$ cat config.mk
export PLATFORM = sky130hd
export DESIGN_NAME = cpu_div_ctrl
export DESIGN_NICKNAME = d
export VERILOG_FILES = /design/src/rtl/cpu_pkg.sv /design/src/rtl/div_step.sv /design/src/rtl/cpu_div_ctrl.sv
export SDC_FILE = /design/constraint.sdc
export NUM_CORES = 1
export LEC_CHECK = 0
export ABC_AREA = 1
export ABC_CLOCK_PERIOD_IN_PS = 6100
export CORE_MARGIN = 1.5
export CORE_UTILIZATION = 50
export CTS_CLUSTER_SIZE = 40
export DETAILED_ROUTE_END_ITERATION = 10
export GPL_TIMING_DRIVEN = 0
export PLACE_DENSITY = 0.75
export RECOVER_POWER = 25
export SLEW_MARGIN = 20
export SYNTH_ARGS = -nofsm -noshare
export SYNTH_HDL_FRONTEND = slang
export SYNTH_SLANG_ARGS = --single-unit
$ cat constraint.sdc
create_clock -name clk -period 6.1 [get_ports clk]
set_input_delay 0.61 -clock clk [delete_from_list [all_inputs] [get_ports clk]]
set_output_delay 0.61 -clock clk [all_outputs]
set_load 0.02 [all_outputs]
$ cat src/rtl/cpu_pkg.sv
// Shared CPU definitions: divider sequencer states and M-extension decode constants.
package cpu_pkg;

    typedef enum logic [1:0] {
        IDLE = 2'd0,
        CALC = 2'd1,
        FIX  = 2'd2,
        DONE = 2'd3
    } div_state_t;

    localparam logic [2:0] F3_DIV  = 3'b100;
    localparam logic [2:0] F3_DIVU = 3'b101;
    localparam logic [2:0] F3_REM  = 3'b110;
    localparam logic [2:0] F3_REMU = 3'b111;

    localparam logic [6:0] OPC_OP        = 7'b0110011;
    localparam logic [6:0] FUNCT7_MULDIV = 7'b0000001;

endpackage

$ cat src/rtl/div_step.sv
// One restoring-division iteration: shift in the next dividend bit, trial-subtract the divisor.
module div_step #(
    parameter int unsigned XLEN = 32
) (
    input  logic [XLEN-1:0] rem,
    input  logic [XLEN-1:0] quo,
    input  logic [XLEN-1:0] dvs,
    output logic [XLEN-1:0] rem_nx,
    output logic [XLEN-1:0] quo_nx
);

    logic [XLEN:0] shifted;
    logic [XLEN:0] diff;
    logic          fits;

    // rem < dvs always holds, so the difference fits XLEN bits whenever it is non-negative
    assign shifted = {rem, quo[XLEN-1]};
    assign diff    = shifted - {1'b0, dvs};
    assign fits    = ~diff[XLEN];
    assign rem_nx  = fits ? diff[XLEN-1:0] : shifted[XLEN-1:0];
    assign quo_nx  = {quo[XLEN-2:0], fits};

endmodule

$ cat src/rtl/cpu_div_ctrl.sv
// RV32M divide sequencer: stalls EX during a 32-step restoring division, applies sign
// fix-up and the RISC-V divide-by-zero / overflow results, presents the result for one cycle.
module cpu_div_ctrl
    import cpu_pkg::*;
#(
    parameter int unsigned XLEN = 32
) (
    input  logic            clk,
    input  logic            res,
    input  logic            divreq_EX,
    input  logic [2:0]      funct3_EX,
    input  logic [XLEN-1:0] a_EX,
    input  logic [XLEN-1:0] b_EX,
    input  logic            kill_EX,
    output logic            stall_EX,
    output logic            divdone_EX,
    output logic [XLEN-1:0] divres_EX
);

    localparam int unsigned CNTW = $clog2(XLEN) + 1;
    localparam logic [XLEN-1:0] MIN_NEG = {1'b1, {(XLEN-1){1'b0}}};

    div_state_t      state;
    logic [CNTW-1:0] cnt;
    logic [XLEN-1:0] rem_q, quo_q, dvs_q;
    logic            is_signed_q, is_rem_q, qneg_q, rneg_q;

    logic            accept;
    logic            op_signed;
    logic            a_neg, b_neg;
    logic [XLEN-1:0] a_mag, b_mag;
    logic            b_zero, ovf;
    logic [XLEN-1:0] rem_nx, quo_nx;
    logic [XLEN-1:0] quo_fix, rem_fix;

    assign accept    = (state == IDLE) && divreq_EX && funct3_EX[2] && !kill_EX;
    assign op_signed = ~funct3_EX[0];
    assign a_neg     = op_signed & a_EX[XLEN-1];
    assign b_neg     = op_signed & b_EX[XLEN-1];
    assign a_mag     = a_neg ? XLEN'(-a_EX) : a_EX;
    assign b_mag     = b_neg ? XLEN'(-b_EX) : b_EX;
    assign b_zero    = (b_EX == '0);
    assign ovf       = op_signed && (a_EX == MIN_NEG) && (b_EX == '1);

    assign quo_fix   = (is_signed_q && qneg_q) ? XLEN'(-quo_q) : quo_q;
    assign rem_fix   = (is_signed_q && rneg_q) ? XLEN'(-rem_q) : rem_q;

    // Stall is raised in the accept cycle itself so the operands stay put in EX
    assign stall_EX   = !kill_EX && (accept || state == CALC || state == FIX);
    assign divdone_EX = !kill_EX && (state == DONE);

    div_step #(.XLEN(XLEN)) u_step (
        .rem    (rem_q),
        .quo    (quo_q),
        .dvs    (dvs_q),
        .rem_nx (rem_nx),
        .quo_nx (quo_nx)
    );

    always_ff @(posedge clk or posedge res) begin
        if (res) begin
            state       <= IDLE;
            cnt         <= '0;
            rem_q       <= '0;
            quo_q       <= '0;
            dvs_q       <= '0;
            is_signed_q <= 1'b0;
            is_rem_q    <= 1'b0;
            qneg_q      <= 1'b0;
            rneg_q      <= 1'b0;
            divres_EX   <= '0;
        end else if (kill_EX) begin
            state <= IDLE;
        end else begin
            case (state)
                IDLE: begin
                    if (accept) begin
                        is_signed_q <= op_signed;
                        is_rem_q    <= funct3_EX[1];
                        qneg_q      <= a_neg ^ b_neg;
                        rneg_q      <= a_neg;
                        quo_q       <= a_mag;
                        dvs_q       <= b_mag;
                        rem_q       <= '0;
                        cnt         <= '0;
                        if (b_zero) begin
                            divres_EX <= funct3_EX[1] ? a_EX : '1;
                            state     <= DONE;
                        end else if (ovf) begin
                            divres_EX <= funct3_EX[1] ? '0 : MIN_NEG;
                            state     <= DONE;
                        end else begin
                            state <= CALC;
                        end
                    end
                end
                CALC: begin
                    rem_q <= rem_nx;
                    quo_q <= quo_nx;
                    cnt   <= cnt + CNTW'(1);
                    if (cnt == CNTW'(XLEN - 1)) begin
                        state <= FIX;
                    end
                end
                FIX: begin
                    divres_EX <= is_rem_q ? rem_fix : quo_fix;
                    state     <= DONE;
                end
                DONE: begin
                    state <= IDLE;
                end
                default: state <= IDLE;
            endcase
        end
    end

endmodule
==> results_dict.tcl <==
set metrics [dict create \
    cts_resized 0 \
    die_x_um 166 \
    synthCells 2205 \
    slowest_stage "clkdlybuf4s50_1" \
    antenna_left 0 \
    rows 59 \
    grt_setup_unrepaired "no" \
    cap_violations 1 \
    setup_tns_ns 0 \
    worstSetupPathType "reg -> out" \
    holdPathEnd "cnt[5]" \
    yosys.area.top_type_share 0.264 \
    core-area_um2 26100 \
    port_buffers 104 \
    worstPathArrival_ns 3.25 \
    power.total_w 0.00568 \
    async_flop_share 1.00 \
    min_period_ns 3.86 \
    layout.nets 2443 \
    skew_ns 0.0143 \
    ys_seq_area_frac 0.264 \
    syn_to_final_growth_pct 15.9 \
    finalSetupViolCount 0 \
    path_cells "inv_1 > ha_1 > clkbuf_1 > inv_1 > clkbuf_1 > a31oi_1 > clkdlybuf4s50_1" \
    multi_input_area_um2 8290 \
    totalWireLength_mm 48.1 \
    tightest_slew_ns 3.20 \
    yosys_warnings 0 \
    drt_iter0_markers 1435 \
    holdCritStartpoint "cnt[5]" \
    max-slew-margin-rel -1.14 \
    pre_cts_ws_ns 2.79 \
    drc 0 \
    root_buffer "clkbuf_16" \
    cts_inserted_buffers 17 \
    gp_congestion 0.957 \
    via_per_inst 5.55 \
    cts_max_level 4 \
    seq_area_um2 3500 \
    stdcell_area_um2 15400 \
    synth_largest_area_cell "dfrtp_1" \
    status "complete, but fails checks" \
    placed_area_um2 14800 \
    wl_per_cell_um 18.0 \
    synth_cell_types 48 \
    reg2reg_from "quo_q[31]" \
    synth_edf_count 0 \
    dr_total_vias 14849 \
    period_share 0.633 \
    synthesis.nets 2319 \
    grt_max_degree 73 \
    power_density_nw_per_um2 370 \
    min_path_cells 1 \
    crit_required_ns 5.49 \
    ir_drop_v 0.000223 \
    crit_path_start_kind "flip-flop" \
    initial_core_util 0.509 \
    hpwl_mm 39.2 \
    worst_slack_ns 2.24 \
    ys.flop_type "dfrtp_1" \
    reg2regPathDepth 17 \
    die_h_um 166 \
    grt_pass1_vias 13693 \
    cpPeakStageDelay_ns 0.64 \
    track_usage 0.347 \
    synth_common_cells "nand2_1 (762), inv_1 (296), nand3_1 (267)" \
    antenna_found_initial 1 \
    hold_buffers 0 \
    reg2reg_to "rem_q[30]" \
    syn_area_um2 13300 \
    post-synth-top-count-cell "nand2_1" \
    end_kind "output port" \
    cts_tree "yes" \
    worst-path-max-fanout 10 \
    grt_first_pass_wirelength_mm 74.5 \
    hold_class "reg -> reg" \
    ioPinCount 105 \
    grt_overflow 0 \
    drive_gt1_frac 0.0559 \
    dr.pass1.iters 8 \
    violations "max-capacitance violations, max-slew violations" \
    num-fill-cells 2630 \
    cts_setup_buffers 0 \
    yosys_register_bits 140 \
    leakage_nw 8.19 \
    hold_viol 0 \
    ys_top_cells_by_area "dfrtp_1 (26%), nand2_1 (22%), nand3_1 (10%)" \
    diodes 0 \
    clk_pin_slew_worst_paths_ns 0.07 \
    cts_buffer_depth 2 \
    die-area_um2 27500 \
    synth.avg_cell_area_um2 6.02 \
    max_freq_mhz 259 \
    numClockSinks 140 \
    clk_latency_ns 0.44 \
    rrSetupSlack_ns 3.29 \
    drv_slew 69 \
]
-- area by class of cell --
type	count	area share
Multi-Input combinational cell	1691	0.539
Sequential cell	140	0.228
Inverter	311	0.0760
Tap cell	335	0.0273
Buffer	63	0.0201
Clock buffer	19	0.0288
Clock inverter	13	0.0116
Timing Repair Buffer	105	0.0695
-- critical path: cells and delay by family, from the launching register on --
| family | cells | cell delay, ns |
|---|---|---|
| flops | 1 | 0.43 |
| buf+inv | 5 | 1.92 |
| fa+ha+maj | 1 | 0.15 |
| compound gates | 1 | 0.30 |
-- placed cells by master, fill, tap and decap left out, drive strengths merged, types with 2 or more instances in the layout --
cell type and count:
o31ai 3, nor3b 2, inv 312, nor3 9
or2 5, o21bai 13, and2 4, xnor2 13
bufinv 3, ha 42, clkdlybuf4s50 103, a31oi 2
a21o 4, o221ai 16, a21oi 46, nand2 794
nand4 22, buf 21, xor2 45, nand3 281
nand3b 19, nor2 235, o211ai 14, dfrtp 140
clkinvlp 4, o21ai 101, o22ai 15, clkinv 5
clkbuf 62
-- registers in the layout, summed over array words and instances, names as in the netlist --
signal	cells
dvs_q	32
qneg_q	1
is_rem_q	1
divres_EX	32
state	2
rem_q	32
rneg_q	1
is_signed_q	1
cnt	6
quo_q	32
-- stage by stage --
stage                      util  cells  hold WS, ns
after floorplan               -   2205        0.434
after global placement    0.565   2644        0.456
after detailed placement  0.566   2645        0.463
after CTS                 0.590   2677        0.472
after global routing      0.590   2677        0.487
final                     0.590   2677        0.467
-- kinds of logic after synthesis --
kind of cell	after synthesis	share of synthesized area
flip-flops	140	0.264
adder cells (fa/ha/maj)	43	0.0411
AO/OA/AOI/OAI	218	0.0971
XOR/XNOR	58	0.0383
AND/OR/NAND/NOR	1372	0.448
buffers and inverters	374	0.111
-- power breakdown --
| part | internal [W] | total (W) | leakage (nW) | switching, W |
|---|---|---|---|---|
| Combinational | 0.000990 | 0.00306 | 6.05 | 0.00208 |
| Clock | 0.000667 | 0.00114 | 0.295 | 0.000478 |
| Sequential | 0.00124 | 0.00147 | 1.85 | 0.000237 |
| Total | 0.00289 | 0.00568 | 8.19 | 0.00279 |
-- metal layers --
layer  global-route usage  routed length (µm)  vias up
met4               0.0920                1160        2
met1                0.492               21600     6891
li1                     -                   -     7243
met2                0.533               20900      633
met3               0.0753                4460       80
met5                    0                  13        -
-- worst max path at each step --
stage                         from       endpoint  slack, ns  depth (start not counted)
after floorplan                res         cnt[0]       1.74                          1
after global placement         res       dvs_q[7]      -0.28                          2
after detailed placement   b_EX[0]  divres_EX[29]       2.79                         13
after CTS                 state[0]       stall_EX       2.36                          7
after global routing      state[0]       stall_EX       2.19                          7
final                     state[0]       stall_EX       2.24                          7
(Power assumes the default switching activity.)
